## src/rtl/time_uart_tx.sv

```systemverilog
// time_uart_tx: on every change of the seconds field, snapshots the
// calendar/time inputs, converts them to BCD and sends the ASCII line
// "YYYY-MM-DD HH:MM:SS\r\n" over a UART, 8N1, LSB first.
//
// Parameters
//   CLK_HZ     input clock frequency in Hz
//   BAUD       UART bit rate; CPB = CLK_HZ / BAUD clocks per bit
// Ports
//   clk        clock, all logic on the rising edge
//   rst        synchronous active-low reset
//   en         while high, new frames may start
//   year       14-bit binary year
//   mon, day, hour, min, sec   7-bit binary fields
//   tx         UART serial output, idle high
//   busy       high from CONVERT entry until IDLE is re-entered
//   frame_done one-cycle pulse on the cycle busy falls
module time_uart_tx #(
    parameter int CLK_HZ = 125000000,
    parameter int BAUD   = 115200
) (
    input  logic        clk,
    input  logic        rst,
    input  logic        en,
    input  logic [13:0] year,
    input  logic [6:0]  mon,
    input  logic [6:0]  day,
    input  logic [6:0]  hour,
    input  logic [6:0]  min,
    input  logic [6:0]  sec,
    output logic        tx,
    output logic        busy,
    output logic        frame_done
);
    localparam int CPB       = CLK_HZ / BAUD;
    localparam int BW        = (CPB > 1) ? $clog2(CPB) : 1;
    localparam int CONV_LAST = 13;  // 14 shift-add-3 steps
    localparam int LAST_CHAR = 20;  // 21 characters per frame
    localparam logic [7:0] STAR = 8'h2A;

    typedef enum logic [2:0] {IDLE, CONVERT, START, DATA, STOP, NEXT} state_t;

    state_t          state, state_nx;
    logic [6:0]      prev_sec;
    logic            prev_valid;
    logic            pending;
    logic [3:0]      conv_cnt;
    logic [BW-1:0]   baud_cnt;
    logic [2:0]      bit_cnt;
    logic [4:0]      char_idx;
    // Field order in both arrays: 0 year, 1 mon, 2 day, 3 hour, 4 min, 5 sec.
    logic [5:0][13:0] snap;  // binary snapshot, frozen for the whole frame
    logic [5:0][29:0] conv;  // {bcd[15:0], bin[13:0]} double-dabble working regs
    logic [5:0]      ovf;
    logic [7:0]      cur_char;
    logic            trigger;
    logic            start_frame;
    logic            baud_end;

    // One shift-add-3 iteration over four BCD digits sitting above the binary part.
    function automatic logic [29:0] dabble_step(input logic [29:0] x);
        logic [29:0] y;
        y = x;
        for (int d = 0; d < 4; d++) begin
            if (y[14+4*d +: 4] >= 4'd5)
                y[14+4*d +: 4] = y[14+4*d +: 4] + 4'd3;
        end
        return {y[28:0], 1'b0};
    endfunction

    function automatic logic [7:0] ascii_digit(input logic [3:0] d);
        return 8'h30 | {4'h0, d};
    endfunction

    assign trigger     = prev_valid && (sec != prev_sec);
    // A pending request wins over a same-cycle trigger; the trigger is absorbed.
    assign start_frame = (state == IDLE) && en && (pending || trigger);
    assign baud_end    = (baud_cnt == BW'(CPB - 1));
    assign busy        = (state != IDLE);

    assign ovf[0] = (snap[0] > 14'd9999);
    always_comb begin
        for (int i = 1; i < 6; i++) ovf[i] = (snap[i] > 14'd99);
    end

    // Character ROM: BCD digit d of a field lives at conv[f][14+4*d +: 4].
    always_comb begin
        cur_char = 8'h20;
        case (char_idx)
            5'd0:  cur_char = ovf[0] ? STAR : ascii_digit(conv[0][29:26]);
            5'd1:  cur_char = ovf[0] ? STAR : ascii_digit(conv[0][25:22]);
            5'd2:  cur_char = ovf[0] ? STAR : ascii_digit(conv[0][21:18]);
            5'd3:  cur_char = ovf[0] ? STAR : ascii_digit(conv[0][17:14]);
            5'd4:  cur_char = 8'h2D;
            5'd5:  cur_char = ovf[1] ? STAR : ascii_digit(conv[1][21:18]);
            5'd6:  cur_char = ovf[1] ? STAR : ascii_digit(conv[1][17:14]);
            5'd7:  cur_char = 8'h2D;
            5'd8:  cur_char = ovf[2] ? STAR : ascii_digit(conv[2][21:18]);
            5'd9:  cur_char = ovf[2] ? STAR : ascii_digit(conv[2][17:14]);
            5'd10: cur_char = 8'h20;
            5'd11: cur_char = ovf[3] ? STAR : ascii_digit(conv[3][21:18]);
            5'd12: cur_char = ovf[3] ? STAR : ascii_digit(conv[3][17:14]);
            5'd13: cur_char = 8'h3A;
            5'd14: cur_char = ovf[4] ? STAR : ascii_digit(conv[4][21:18]);
            5'd15: cur_char = ovf[4] ? STAR : ascii_digit(conv[4][17:14]);
            5'd16: cur_char = 8'h3A;
            5'd17: cur_char = ovf[5] ? STAR : ascii_digit(conv[5][21:18]);
            5'd18: cur_char = ovf[5] ? STAR : ascii_digit(conv[5][17:14]);
            5'd19: cur_char = 8'h0D;
            5'd20: cur_char = 8'h0A;
            default: cur_char = 8'h20;
        endcase
    end

    // NOTE: every output of this block gets a default first so no path leaves
    // it unassigned, which would otherwise infer a latch.
    always_comb begin
        state_nx = state;
        tx       = 1'b1;
        case (state)
            IDLE:    if (start_frame) state_nx = CONVERT;
            CONVERT: if (conv_cnt == 4'(CONV_LAST)) state_nx = START;
            START: begin
                tx = 1'b0;
                if (baud_end) state_nx = DATA;
            end
            DATA: begin
                tx = cur_char[bit_cnt];
                if (baud_end && bit_cnt == 3'd7) state_nx = STOP;
            end
            STOP:    if (baud_end) state_nx = NEXT;
            NEXT:    state_nx = (char_idx == 5'(LAST_CHAR)) ? IDLE : START;
            default: state_nx = IDLE;
        endcase
    end

    // NOTE: prev_sec is a plain pipeline register and is deliberately left out
    // of reset; prev_valid alone decides whether its value is trusted.
    always_ff @(posedge clk) begin
        prev_sec <= sec;
    end

    // NOTE: sequential state uses non-blocking assignments only, so every
    // register here sees the pre-edge value of every other.
    always_ff @(posedge clk) begin
        if (!rst) begin
            state      <= IDLE;
            prev_valid <= 1'b0;
            pending    <= 1'b0;
            frame_done <= 1'b0;
            conv_cnt   <= '0;
            baud_cnt   <= '0;
            bit_cnt    <= '0;
            char_idx   <= '0;
            snap       <= '0;
            conv       <= '0;
        end else begin
            state      <= state_nx;
            prev_valid <= 1'b1;
            frame_done <= (state == NEXT) && (char_idx == 5'(LAST_CHAR));

            // Single-depth request: extra triggers merge; en=0 in IDLE drops them.
            if (start_frame)
                pending <= 1'b0;
            else if (trigger && (busy || pending))
                pending <= 1'b1;

            if (start_frame) begin
                snap[0]  <= year;
                snap[1]  <= {7'd0, mon};
                snap[2]  <= {7'd0, day};
                snap[3]  <= {7'd0, hour};
                snap[4]  <= {7'd0, min};
                snap[5]  <= {7'd0, sec};
                conv[0]  <= {16'd0, year};
                conv[1]  <= {23'd0, mon};
                conv[2]  <= {23'd0, day};
                conv[3]  <= {23'd0, hour};
                conv[4]  <= {23'd0, min};
                conv[5]  <= {23'd0, sec};
                conv_cnt <= '0;
            end else if (state == CONVERT) begin
                for (int i = 0; i < 6; i++) conv[i] <= dabble_step(conv[i]);
                conv_cnt <= (conv_cnt == 4'(CONV_LAST)) ? 4'd0 : conv_cnt + 4'd1;
            end

            if (state == START || state == DATA || state == STOP)
                baud_cnt <= baud_end ? '0 : baud_cnt + 1'b1;
            else
                baud_cnt <= '0;

            if (state == DATA && baud_end)
                bit_cnt <= bit_cnt + 3'd1;  // 7 wraps to 0 naturally

            if (state == NEXT)
                char_idx <= (char_idx == 5'(LAST_CHAR)) ? 5'd0 : char_idx + 5'd1;
        end
    end

endmodule

```

## config.mk

```make
export PLATFORM = sky130hd
export DESIGN_NAME = time_uart_tx
export DESIGN_NICKNAME = d
export VERILOG_FILES = /design/src/rtl/time_uart_tx.sv
export SDC_FILE = /design/constraint.sdc
export NUM_CORES = 1
export LEC_CHECK = 0
export ABC_CLOCK_PERIOD_IN_PS = 2200
export BUFFER_PORTS_ARGS = -buffer_cell sky130_fd_sc_hd__buf_2
export CAP_MARGIN = 20
export CORE_AREA = 10 10 133 165
export DETAILED_ROUTE_END_ITERATION = 7
export DIE_AREA = 0 0 143 175
export PLACE_DENSITY = 0.73
export SLEW_MARGIN = 40
export SYNTH_ARGS = -nofsm -noshare
export SYNTH_HDL_FRONTEND = slang
export SYNTH_SLANG_ARGS = --single-unit
export TNS_END_PERCENT = 5
```

## constraint.sdc

```tcl
create_clock -name clk -period 2.2 [get_ports clk]
set_clock_uncertainty 0.2 [all_clocks]
set_input_delay 0.11 -clock clk [delete_from_list [all_inputs] [get_ports clk]]
set_output_delay 0.11 -clock clk [all_outputs]
set_load 0.02 [all_outputs]
```

==> flow_metrics.env, run 1 <==
export IMPL_run_status="complete, but fails checks"
export IMPL_violations="setup timing"
export IMPL_cts_buffers_inserted=23
export IMPL_dp_hpwl_um=15900
export IMPL_synth_top_area_share_pct=41.9
export IMPL_fillers=1435
export IMPL_clkLatencyLatePin_ns=0.53
export IMPL_num_io_pins=55
export IMPL_synth_area_um2=10100
export IMPL_grt_max_degree=66
export IMPL_syn2layout_area_growth_pct=28.1
export IMPL_htree_levels=1
export IMPL_io_buffers=54
export IMPL_critical_path_slowest_cell="dfxtp_4"
export IMPL_synth_flop_cell="dfxtp_1"
export IMPL_synth_area_leader_cell="dfxtp_1"
export IMPL_routabilityCongestion=0.867
export IMPL_tightestPinTransition_ns=0.522
export IMPL_critical_path_max_stage_delay_ns=0.37
export IMPL_ff_latch_area_um2=4240
export IMPL_grt_usage_pct=19.3
export IMPL_holdWs_ns=0.0812
export IMPL_start_util_pct=53.9
export IMPL_routed_via_density=5.69
export IMPL_power_mw=11.3
export IMPL_critPathArrivalTime_ns=2.56
export IMPL_p_int_mw=7.73
export IMPL_drc_errors=0
export IMPL_fp_dieH_um=175
export IMPL_die_w_um=143
export IMPL_drtPass1Iterations=6
export IMPL_ys_ff_latch=211
export IMPL_path_delay_family="compound AO/OA/AOI/OAI gates"
export IMPL_clock_sinks=211
export IMPL_total_leakage_power_nw=5.17
export IMPL_setup_viol=78
export IMPL_clk_pin_slew_worst_paths_ns=0.06
export IMPL_min_path_type="in -> reg"
export IMPL_detail_route_wl_per_cell_um=16.3
export IMPL_postSynthAreaPerCell_um2=7.85
export IMPL_critical_path_class="reg -> out"
export IMPL_cts_root_buf="clkbuf_16"
export IMPL_syn_inst=1284
export IMPL_synth_seq_area_share_pct=41.9
export IMPL_clockPowerShare_pct=34.4
export IMPL_wl_um=26800
export IMPL_drive_above_1_share_pct=17.1
export IMPL_postRouteAntennaNets=0
export IMPL_cp_end_kind="output pin"
export IMPL_p_comb_share_pct=26.5
export IMPL_max_clock_freq_mhz=349
export IMPL_max_clock_path_buffers=3
export IMPL_setup_ws_ns=-0.666
export IMPL_antenna_found_initial=0
export IMPL_async_flop_share_pct=0
export IMPL_crit_fanout=7
export IMPL_antenna_cells=0
export IMPL_cp_required_ns=1.89
export IMPL_vias=9387
export IMPL_synth_nets=1373
export IMPL_finalCoreUtilization_pct=69.0
export IMPL_core_area_um2=18700
export IMPL_synth_edff_count=0
export IMPL_drv_slew=0
export IMPL_min_period_over_period_pct=130
export IMPL_hold_viol=0
export IMPL_synth_area_leaders="dfxtp_1 (42%), nand2_1 (11%), a21oi_1 (6.1%), ha_1 (4.6%), o211a_1 (4.5%)"
export IMPL_path_cells="ha_4 > and3_4 > ha_4 > a221oi_4 > nand4_1 > nor4_1 > o21ai_1 > a41o_1 > buf_4"
export IMPL_critPathBufInv=1
export IMPL_powerDensity_nw_per_um2=878
export IMPL_synth_most_common_cell="nand2_1"
export IMPL_peakVddDrop_uv=838
export IMPL_die_area_um2=25000
export IMPL_cts_tree="yes"
export IMPL_swShare_pct=31.8
export IMPL_grt_pass1_vias=8713
export IMPL_maxCapViolCount=0
export IMPL_rsz0062_at_grt="true"
export IMPL_rows=56
export IMPL_multi_input_area_um2=5730
export IMPL_period_needed_ns=2.87
export IMPL_slew_headroom_pct=65.2
export IMPL_drt_first_iter_violations=554
export IMPL_place_ws_ns=-0.236
export IMPL_critPathMostFrequentCell="ha_4"
export IMPL_synth_common_cells="nand2_1 (301), dfxtp_1 (211), a21oi_1 (123), nor2_1 (76), nand3_1 (73)"
export IMPL_power_switching_mw=3.60
export IMPL_grt_pass1_wl_um=41400
export IMPL_grt_overflow=0
export IMPL_start_kind="flop"
export IMPL_synth_cell_types=56
export IMPL_nNetsFinal=1489
export IMPL_ys_warn_count=0
export IMPL_pwr_share_seq_pct=39.1
==> what timing repair did <==
item | 4_1_cts | 5_1_grt
cloned | 0 | 8
pin swaps | 4 | 8
hold buffers | 51 | 1
setup buffers | 0 | 5
gates resized for setup | 23 | 69
hold endpoints to repair | 93 | 3
endpoints found under the setup margin | 1 | 174
==> final cells by class <==
type                            count  share of cell area (%)
Clock buffer                       33                    5.22
Clock inverter                      9                   0.766
Multi-Input combinational cell    946                    44.4
Sequential cell                   211                    32.8
Inverter                           38                    1.11
Timing Repair Buffer              180                    13.4
Tap cell                          232                    2.25
==> power groups by stage <==
stage | Sequential (mW) | Clock (mW) | Combinational (mW)
6_report | 4.43 | 3.90 | 3.00
5_1_grt | 4.47 | 4.11 | 3.27
4_1_cts | 4.41 | 3.95 | 2.56
3_5_place_dp | 4.49 | 0 | 2.46
3_3_place_gp | 4.49 | 0 | 2.44
2_1_floorplan | 4.43 | 0 | 1.70
==> cell families (layout without fill, tap and decap cells) <==
kind of cell	after synthesis	count (layout)	synth area share, %
XOR/XNOR	37	37	3.22
AO/OA/AOI/OAI	331	331	21.5
flip-flops	211	211	41.9
adder cells (fa/ha/maj)	37	37	4.60
AND/OR/NAND/NOR	539	539	23.4
multiplexers	2	2	0.199
buffers and inverters	127	260	5.12
==> registers in the layout (all words and copies together), names as in the netlist <==
name and flops:
snap 35, bit_cnt 3, conv_cnt 4, prev_sec 7, frame_done 1, pending 1, char_idx 5, prev_valid 1
state 3, baud_cnt 11, conv 140
==> placed cells by master, fill, tap and decap left out, types with 32 or more instances in the layout <==
| cell type | Yosys | final |
|---|---|---|
| ha_1 | 37 | 32 |
| nor2_1 | 76 | 74 |
| o211a_1 | 45 | 45 |
| dfxtp_1 | 211 | 205 |
| dlygate4sd3_1 | 0 | 51 |
| o21ai_0 | 63 | 60 |
| nand2_1 | 301 | 300 |
| buf_2 | 27 | 51 |
| buf_4 | 1 | 50 |
| a21oi_1 | 123 | 98 |
| nand3_1 | 73 | 63 |
| inv_1 | 38 | 36 |
| a21boi_0 | 40 | 33 |
==> routing by layer <==
metal | track usage [%] | wire, µm | up-vias
met3 | 3.42 | 1410 | 67
li1 | - | - | 4636
met1 | 22.8 | 10900 | 4419
met2 | 34.2 | 13600 | 265
met4 | 6.16 | 884 | 0
met5 | 0 | 0 | -
==> per-stage QoR <==
| step | area (µm²) | std cells | TNS [ns] |
|---|---|---|---|
| floorplan | 10100 | 1284 | 0 |
| CTS | 12400 | 1636 | -0.663 |
| global placement | 11000 | 1543 | -0.217 |
| finish | 12900 | 1649 | -3.05 |
| global route | 12900 | 1649 | -20.43 |
| detailed placement | 11000 | 1543 | -0.236 |
==> worst reg2reg max path, cell delays in order (launching register included) <==
cell,delay (ns)
dfxtp_2,0.33
xnor2_2,0.14
nand4_1,0.10
o41a_1,0.44
buf_4,0.16
buf_4,0.13
o211a_1,0.24
buf_12,0.19
nand2_1,0.12
a21boi_0,0.13
==> final timing paths <==
| kind | start | endpoint | slack [ns] | cells after the start |
|---|---|---|---|---|
| worst max-delay path | char_idx[0]$_SDFFE_PN0N_ | tx | -0.67 | 9 |
| worst min-delay path | sec[0] | prev_sec[0]$_DFF_P_ | 0.08 | 2 |
| worst max register to register | prev_sec[2]$_DFF_P_ | snap[32]$_SDFFE_PN0P_ | -0.10 | 9 |
| worst min register to register | conv[131]$_SDFFE_PP0N_ | conv[132]$_SDFFE_PP0N_ | 0.25 | 2 |
No activity file was read; power rests on OpenSTA's default activity.
==> run 2: changes to the inputs <==
- CELL_PAD_IN_SITES_DETAIL_PLACEMENT: default -> 1
- CELL_PAD_IN_SITES_GLOBAL_PLACEMENT: default -> 1
- CORE_AREA: 10 10 133 165 -> 10 10 152 189
- DIE_AREA: 0 0 143 175 -> 0 0 162 199
- REMOVE_ABC_BUFFERS: default -> 1
==> run 2 against run 1 <==
The flow still finishes with violations (setup timing). Core utilization shrank 17 points. Combinational power grew 1%. Clock-buffer cell count grew 1. Largest power group unchanged.
==> flow_metrics.env, run 2 (synthesis results as in run 1) <==
export IMPL_run_status="complete, but fails checks"
export IMPL_violations="setup timing"
export IMPL_antenna_cells=0
export IMPL_power_switching_mw=3.68
export IMPL_postRouteAntennaNets=0
export IMPL_syn2layout_area_growth_pct=30.2
export IMPL_cts_buffers_inserted=24
export IMPL_grt_max_degree=81
export IMPL_cts_tree="yes"
export IMPL_largest_reg_flops=140
export IMPL_slew_headroom_pct=61.1
export IMPL_pwr_share_seq_pct=38.5
export IMPL_die_w_um=162
export IMPL_drc_errors=0
export IMPL_grt_overflow=0
export IMPL_peakVddDrop_uv=863
export IMPL_grt_usage_pct=18.1
export IMPL_cp_required_ns=1.89
export IMPL_place_area_um2=11200
export IMPL_max_clock_path_buffers=3
export IMPL_hold_viol=0
export IMPL_p_comb_share_pct=26.3
export IMPL_rsz0062_at_grt="true"
export IMPL_clk_pin_slew_worst_paths_ns=0.06
export IMPL_routed_via_density=5.39
export IMPL_tightestPinTransition_ns=0.581
export IMPL_maxCapViolCount=0
export IMPL_rows=65
export IMPL_power_mw=11.5
export IMPL_setup_ws_ns=-0.792
export IMPL_io_buffers=54
export IMPL_htree_levels=1
export IMPL_drt_first_iter_violations=465
export IMPL_grt_busiest_layer="met2"
export IMPL_start_util_pct=40.2
export IMPL_setup_viol=143
export IMPL_routabilityCongestion=0.880
export IMPL_final_common_cell="nand2_1"
export IMPL_grt_use_met3_pct=2.77
export IMPL_p_int_mw=7.86
export IMPL_num_io_pins=55
export IMPL_powerDensity_nw_per_um2=880
export IMPL_critical_path_class="reg -> out"
export IMPL_drv_slew=0
export IMPL_drive_above_1_share_pct=18.1
export IMPL_drtPass1Iterations=5
export IMPL_clkLatencyLatePin_ns=0.53
export IMPL_detail_route_wl_per_cell_um=17.7
export IMPL_fillers=3004
export IMPL_critPathArrivalTime_ns=2.68
export IMPL_swShare_pct=31.9
export IMPL_gr_usage_met2_pct=33.9
export IMPL_max_clock_freq_mhz=334
export IMPL_cp_end_kind="output pin"
export IMPL_dp_hpwl_um=19100
export IMPL_grt_pass1_wl_um=49700
export IMPL_nNetsFinal=1513
export IMPL_wl_um=31400
export IMPL_antenna_found_initial=0
export IMPL_clock_sinks=211
export IMPL_grt_pass1_vias=9961
export IMPL_total_leakage_power_nw=5.28
export IMPL_core_area_um2=25000
export IMPL_die_area_um2=32200
export IMPL_met1_usage_pct=20.7
export IMPL_min_period_over_period_pct=136
export IMPL_top_regs="conv x140, snap x35, baud_cnt x11"
export IMPL_min_path_type="in -> reg"
export IMPL_final_area_um2=13100
export IMPL_crit_fanout=7
export IMPL_clockPowerShare_pct=35.2
export IMPL_fp_dieH_um=199
export IMPL_vias=9562
export IMPL_cts_root_buf="clkbuf_16"
export IMPL_period_needed_ns=2.99
export IMPL_start_kind="flop"
export IMPL_layout_common_cells="nand2_1 (297), dfxtp_1 (204), a21oi_1 (114)"
export IMPL_largest_register="conv"
-- run 2: cell types whose count changed in the layout (fill, tap and decap cells not counted), sizes merged --
cell and change:
clkbuf -3, bufinv +1, buf +28, clkinv -2, clkinvlp -1, inv -1, dlymetal6s4s -1
-- run 2: power groups by stage --
stage               sequential (mW)  clock, mW  combinational, mW
detailed placement             4.50          0               2.54
floorplan                      4.45          0               1.46
global route                   4.49       4.33               3.33
CTS                            4.42       4.14               2.65
global placement               4.49          0               2.47
finish                         4.45       4.06               3.04
-- run 2: final timing paths --
kind                                               start                    end  slack [ns]  cells after the start
worst max-delay path            char_idx[1]$_SDFFE_PN0N_                     tx       -0.79                      9
worst min-delay path                              sec[0]    prev_sec[0]$_DFF_P_        0.08                      2
worst max register to register       prev_sec[5]$_DFF_P_   snap[4]$_SDFFE_PN0P_       -0.23                      9
worst min register to register     conv[70]$_SDFFE_PP0N_  conv[71]$_SDFFE_PP0N_        0.25                      2
-- run 2: per-layer routing --
| metal | wire length, µm | up-vias |
|---|---|---|
| met4 | 713 | 0 |
| met2 | 16400 | 161 |
| li1 | - | 4667 |
| met5 | 0 | - |
| met1 | 13100 | 4678 |
| met3 | 1150 | 56 |
-- run 2: layout make-up --
cell class                      instances  area (µm²)  area share (%)
Clock buffer                           34         699            5.33
Tap cell                              335         419            3.20
Clock inverter                          6        87.6           0.668
Multi-Input combinational cell        946        5690            43.4
Timing Repair Buffer                  203        1830            14.0
Inverter                               38         143            1.09
Sequential cell                       211        4240            32.3
-- run 2: through the flow --
step	worst slack [ns]	setup TNS, ns	instances	util (%)	hold WS [ns]
3_3_place_gp	-0.348	-0.348	1659	44.6	0.0550
4_1_cts	-0.736	-0.736	1757	50.5	0.0666
6_report	-0.792	-6.11	1773	52.3	0.0795
2_1_floorplan	-3.57	-524.38	1195	-	-0.0623
5_1_grt	-0.880	-21.97	1773	52.3	0.0735
3_5_place_dp	-0.359	-0.359	1660	44.6	0.0608
-- run 2: timing repair --
action / in CTS / in global routing
setup endpoints to repair: 3 / 82
setup buffers: 6 / 11
endpoints found under the hold margin: 98 / 0
hold buffers: 51 / 0
gates cloned: 0 / 5
resized for setup: 31 / 96
pin swaps: 15 / 50
-- run 2: critical path: stages, from the launching register on --
cell and delay [ns]:
dfxtp_4 0.37, buf_6 0.13, ha_4 0.18, or3_1 0.39
a21oi_1 0.18, o211a_1 0.19, nor3b_4 0.19, o41ai_2 0.11
a41o_1 0.27, buf_6 0.14
